## src/rtl/seg7_scan_decoder.sv

```systemverilog
// seg7_scan_decoder
// Reads a multiplexed seven-segment bus (segments plus a one-hot digit select).
// Each digit must hold steady for STABLE sampled strobes before it is accepted.
// Accepted digits collect in a shadow frame. Once every slot has been seen, the
// frame is copied to the outputs and frame_valid pulses for a single cycle.
module seg7_scan_decoder #(
    parameter int NDIG   = 4,
    parameter int STABLE = 3
) (
    input  logic              clk,
    input  logic              rst_n,
    input  logic              sample_en,
    input  logic [6:0]        seg_in,
    input  logic [NDIG-1:0]   dig_sel,
    output logic [4*NDIG-1:0] digits,
    output logic [NDIG-1:0]   digit_err,
    output logic              frame_valid
);

    localparam logic [3:0] STABLE_C = 4'(STABLE);

    logic [6:0]        last_seg;
    logic [NDIG-1:0]   last_sel;
    logic [3:0]        cnt;
    logic [4*NDIG-1:0] shadow_val;
    logic [NDIG-1:0]   shadow_err;
    logic [NDIG-1:0]   seen;

    logic       sel_onehot;
    logic       same;
    logic [3:0] cnt_nxt;
    logic       accept;
    logic       commit;
    logic [3:0] dec_val;
    logic       dec_err;

    // Filter next-count, accept and commit conditions.
    // Accept fires when the count first reaches STABLE. A new differing
    // sample always counts as a first arrival, so STABLE=1 accepts it at once.
    always_comb begin
        sel_onehot = (dig_sel != '0) && ((dig_sel & (dig_sel - NDIG'(1))) == '0);
        same       = (seg_in == last_seg) && (dig_sel == last_sel);
        cnt_nxt    = 4'd1;
        if (same) begin
            cnt_nxt = (cnt < STABLE_C) ? cnt + 4'd1 : cnt;
        end
        accept = sample_en && sel_onehot && (cnt_nxt == STABLE_C) &&
                 (!same || (cnt != STABLE_C));
        commit = &seen;
    end

    // Segment pattern to digit value. Any pattern other than 0-9 is flagged.
    always_comb begin
        dec_val = 4'hF;
        dec_err = 1'b0;
        case (seg_in)
            7'b1111110: dec_val = 4'd0;
            7'b0110000: dec_val = 4'd1;
            7'b1101101: dec_val = 4'd2;
            7'b1111001: dec_val = 4'd3;
            7'b0110011: dec_val = 4'd4;
            7'b1011011: dec_val = 4'd5;
            7'b1011111: dec_val = 4'd6;
            7'b1110000: dec_val = 4'd7;
            7'b1111111: dec_val = 4'd8;
            7'b1111011: dec_val = 4'd9;
            default: begin
                dec_val = 4'hF;
                dec_err = 1'b1;
            end
        endcase
    end

    // Stability filter. A sample whose select is not one-hot is discarded
    // and restarts the count.
    always_ff @(posedge clk or negedge rst_n) begin
        if (!rst_n) begin
            last_seg <= '0;
            last_sel <= '0;
            cnt      <= '0;
        end else if (sample_en) begin
            if (!sel_onehot) begin
                cnt      <= '0;
                last_sel <= '0;
            end else begin
                cnt      <= cnt_nxt;
                last_seg <= seg_in;
                last_sel <= dig_sel;
            end
        end
    end

    // Shadow frame and seen mask. On a commit edge the seen mask restarts,
    // keeping only the slot accepted on that same edge.
    always_ff @(posedge clk or negedge rst_n) begin
        if (!rst_n) begin
            shadow_val <= '0;
            shadow_err <= '0;
            seen       <= '0;
        end else begin
            if (commit) begin
                seen <= accept ? dig_sel : '0;
            end else if (accept) begin
                seen <= seen | dig_sel;
            end
            if (accept) begin
                for (int i = 0; i < NDIG; i++) begin
                    if (dig_sel[i]) begin
                        shadow_val[4*i +: 4] <= dec_val;
                        shadow_err[i]        <= dec_err;
                    end
                end
            end
        end
    end

    // Publish the completed frame. The outputs see the shadow as it was
    // before this edge.
    always_ff @(posedge clk or negedge rst_n) begin
        if (!rst_n) begin
            digits      <= '0;
            digit_err   <= '0;
            frame_valid <= 1'b0;
        end else begin
            frame_valid <= commit;
            if (commit) begin
                digits    <= shadow_val;
                digit_err <= shadow_err;
            end
        end
    end

endmodule

```

## config.mk

```make
export PLATFORM = sky130hd
export DESIGN_NAME = seg7_scan_decoder
export DESIGN_NICKNAME = d
export VERILOG_FILES = /design/src/rtl/seg7_scan_decoder.sv
export SDC_FILE = /design/constraint.sdc
export NUM_CORES = 1
export LEC_CHECK = 0
export ABC_AREA = 1
export CAP_MARGIN = 5
export CORE_MARGIN = 5
export CORE_UTILIZATION = 39
export CTS_CLUSTER_DIAMETER = 50
export DETAILED_ROUTE_END_ITERATION = 8
export GPL_TIMING_DRIVEN = 1
export PLACE_DENSITY = 0.63
export SLEW_MARGIN = 10
export SYNTH_ARGS = -nofsm -noshare
export SYNTH_HDL_FRONTEND = slang
export SYNTH_SLANG_ARGS = --single-unit
```

## constraint.sdc

```tcl
create_clock -name clk -period 1.5 [get_ports clk]
set_input_delay 0.15 -clock clk [delete_from_list [all_inputs] [get_ports clk]]
set_output_delay 0.15 -clock clk [all_outputs]
set_load 0.02 [all_outputs]
```

==> metrics.md, run 1 <==
| Metric | Value |
|---|---|
| Crit start category | flop |
| Die W | 96.8 microns |
| Max IR drop VDD | about 0.00047 V |
| CTS tree | done |
| Worst-Skew Late Latency | roughly 0.34 ns |
| Largest net degree at the start of global routing | 35 |
| Sequence of cells on the critical path | inv_2, nand2_1, nand2_1, nand2_1, nor2_2, nand2_2, nor2_4, buf_12, nand4_4, nand2_1, o21ai_1 |
| Slowest CP cell | dfrtp_1 |
| Hpwl dp | 4850 microns |
| Final setup TNS | -1.44 ns |
| Die Y | approximately 97 microns |
| 1st-pass router iterations | 4 |
| Routed length per instance | 13.0 microns |
| Sw Share | 26.7% |
| Cts bufs inserted | 9 |
| Worst slew pin tran | 0.362 ns |
| Vias in the first global route | 2379 |
| Placer Congestion | 0.855 |
| Kind of critical path | flop to flop |
| WP buf/inv | 2 |
| Crit Path Max Fanout | 5 |
| Yosys reg bits | 60 |
| Die ar. | 0.00936 sq mm |
| Reg2reg setup slack | -0.09 ns |
| CTS clk-pin slew, worst paths | 0.07 ns |
| FMAX | 629 MHz |
| Placed Area | 0.00362 sq mm |
| Synth Instances | ~340 |
| Period utilization | 106% |
| Layout cells sized above 1 | a little over a quarter |
| Top cell family by delay on the critical path | simple AND/OR/NAND/NOR gates |
| Final nets | between 400 and 500 |
| CTS Root Cell | clkbuf_8 |
| Final Skew | 0.00924 ns |
| CP most frequent cell | nand2_1 |
| Logic gate share of total power | 13.2% |
| Setup violators final | 22 |
| WP data required | 1.72 ns |
| Row cnt | 31 |
| Syn Area/Cell | ~8.6 sq um |
| Area of the mapped netlist | 0.00294 sq mm |
| Power share of the clock group | 42.4% |
| Post-route non-filler standard cell count | 525 |
| Slowest cell delay on critical path | roughly 0.41 ns |
| Core footprint | between 0.007 and 0.008 sq mm |
| Via count | 2501 |
| Post-synthesis sequential area ratio | 51.2% |
| GRT Util Overall | 15.0% |
| Drt total wl | 6840 microns |
| Vias per inst | 4.76 |
| Sequential fraction of design power | 44.5% |
| WP data arrival | roughly 1.8 ns |
| Pwr Density | 933 mW/mm^2 |
| Syn_nets | ~360 |
| Dpl cells | 500 |
| Violated checks | negative setup slack |
| Initial DRC Count | 80 |
| DRC Markers | 0 |
| Yosys Warn Count | 0 |
| Status | complete, but fails checks |
| NetSw | 0.00103 W |
| Slew Viols, Final | 0 |
| Slew headroom | 75.9% |
| Int Pwr | 0.00283 W |
| Final min period | 1.59 ns |
| Worst Setup End Kind | flop |
| Pleak | 2.09 nW |
| Non-Filler Cell Area, Final | 0.00414 sq mm |
| Class of the worst hold path | input pin to async pin |
| Starting Density | 40.3% |
| IO Pins | 35 |
| Antenna violations before repair | 0 |
| RSZ-0062 raised after global routing | yes |
| First-pass GRT wire length | roughly 12000 microns |
| Area grow syn2layout | 40.9% |
| Total congestion overflow | 0 |
| Clk buf depth | 2 |
| Unique cell type count in the Yosys netlist | 28 |
| Setup WS post-layout | -0.0893 ns |
| H-tree depth reported by CTS | 3 |
| Final ANT Viol Nets | 0 |
| Final hold vios | 0 |
| Ant diodes | 0 |
| # port buffers | 34 |
| Num Clock Sinks | 60 |
| Maxcap violations | 0 |
kinds of logic (layout without fill, tap and decap cells):
logic type | after synthesis | in the layout | synth area share [%]
AND/OR/NAND/NOR | 164 | 167 | 25.2
adder cells (fa/ha/maj) | 1 | 1 | 0.426
buffers and inverters | 57 | 137 | 8.31
flip-flops | 60 | 60 | 51.2
XOR/XNOR | 5 | 5 | 1.75
multiplexers | 14 | 14 | 5.37
AO/OA/AOI/OAI | 42 | 42 | 7.80
timing repair:
action,4_1_cts,5_1_grt
pin swaps,4,10
gates cloned,3,1
setup buffers,3,1
resized for setup,18,33
hold buffers,1,0
setup endpoints to repair,32,38
hold endpoints to repair,14,0
power groups by stage:
stage                     combinational (W)  clock [W]  sequential, W
after global placement             0.000438          0        0.00174
final                              0.000509    0.00163        0.00171
after floorplan                    0.000254          0        0.00173
after global routing               0.000571    0.00174        0.00172
after detailed placement           0.000447          0        0.00174
after CTS                          0.000486    0.00167        0.00171
path summary, 6_finish.rpt:
path | from | to | cells after the start
max in group asynchronous | rst_n | shadow_val[6]$_DFFE_PN0P_ | 3
worst max-delay path | last_seg[4]$_DFFE_PN0P_ | shadow_val[4]$_DFFE_PN0P_ | 11
worst max register to register | last_seg[4]$_DFFE_PN0P_ | shadow_val[4]$_DFFE_PN0P_ | 11
worst min register to register | digits[14]$_DFFE_PN0P_ | digits[14]$_DFFE_PN0P_ | 1
worst min-delay path | rst_n | frame_valid$_DFF_PN0_ | 2
min in group clk | dig_sel[3] | last_sel[3]$_DFFE_PN0P_ | 3
routing by layer:
layer	up-vias	wire length, microns	part of all wire (%)	GRT usage (%)
li1	1267	-	-	-
met1	1176	3020	44	19.5
met2	52	3440	50	24.3
met3	6	339	5.0	4.32
met4	0	45	0.66	4.21
met5	-	0	0	0
state kept, by name, summed over array words and instances (netlist names):
name	cells
digits	16
last_seg	7
digit_err	4
cnt	4
shadow_err	4
shadow_val	16
frame_valid	1
seen	4
last_sel	4
cells in the mapped netlist:
cell      number  area (sq um)
nor2_1        29           109
buf_6          3          33.8
xnor2_1        4          35.0
mux2_1         3          33.8
a21boi_0       2          15.0
inv_1         44           165
nand3_1       19          95.1
buf_2          6          30.0
nor4_2         1          12.5
a21oi_4        1          16.3
nand2_2        1          6.26
nor3_1         1          5.00
nand3_2        2          20.0
o22ai_1        2          12.5
xnor2_2        1          16.3
mux2_2        11           124
a21oi_1        8          40.0
nand4_1        5          31.3
nand2_1       97           364
clkbuf_1       1          3.75
o21ai_1       15          75.1
nor2_2         2          12.5
ha_1           1          12.5
o21ai_0       14          70.1
dfrtp_1       60          1500
nor2_4         3          33.8
inv_2          3          11.3
nand4_2        4          50.1
layout by cell type (no fill, tap or decap), drive strengths merged:
| cell | synthesis | final |
|---|---|---|
| ha | 1 | 1 |
| clkbuf | 1 | 10 |
| o22ai | 2 | 2 |
| a21boi | 2 | 2 |
| o21ai | 29 | 29 |
| dfrtp | 60 | 60 |
| nand4 | 9 | 12 |
| nand3 | 21 | 21 |
| dlymetal6s2s | 0 | 7 |
| clkinvlp | 0 | 2 |
| clkinv | 0 | 1 |
| inv | 47 | 49 |
| dlygate4sd3 | 0 | 1 |
| bufinv | 0 | 2 |
| nor4 | 1 | 1 |
| nor2 | 34 | 34 |
| buf | 9 | 39 |
| dlygate4sd2 | 0 | 1 |
| a21oi | 9 | 9 |
| mux2 | 14 | 14 |
| nor3 | 1 | 1 |
| nand2 | 98 | 98 |
| clkdlybuf4s50 | 0 | 25 |
| xnor2 | 5 | 5 |
final cells by class:
cell class | count | area, sq um
Inverter | 47 | 176
Tap cell | 99 | 124
Clock inverter | 7 | 97.6
Fill cell | 677 | 3160
Sequential cell | 60 | 1500
Multi-Input combinational cell | 229 | 1380
Timing Repair Buffer | 74 | 733
Clock buffer | 9 | 124
stage by stage:
step,total power (W),hold WS (ns),utilization (%),setup slack [ns]
final,0.00386,0.248,56.7,-0.0893
after global routing,0.00403,0.283,56.7,-0.250
after CTS,0.00387,0.254,55.1,-0.0536
after detailed placement,0.00219,0.0822,49.6,-0.545
after global placement,0.00218,0.0861,49.6,-0.490
after floorplan,0.00199,-0.146,-,0.0104
Note: power is estimated with default switching activity, not from simulation.
==> run 2: changes to the inputs <==
- ABC_CLOCK_PERIOD_IN_PS: unset -> 1500
==> results of run 2 <==
Final layout, timing and power as in run 1 (identical DEF).
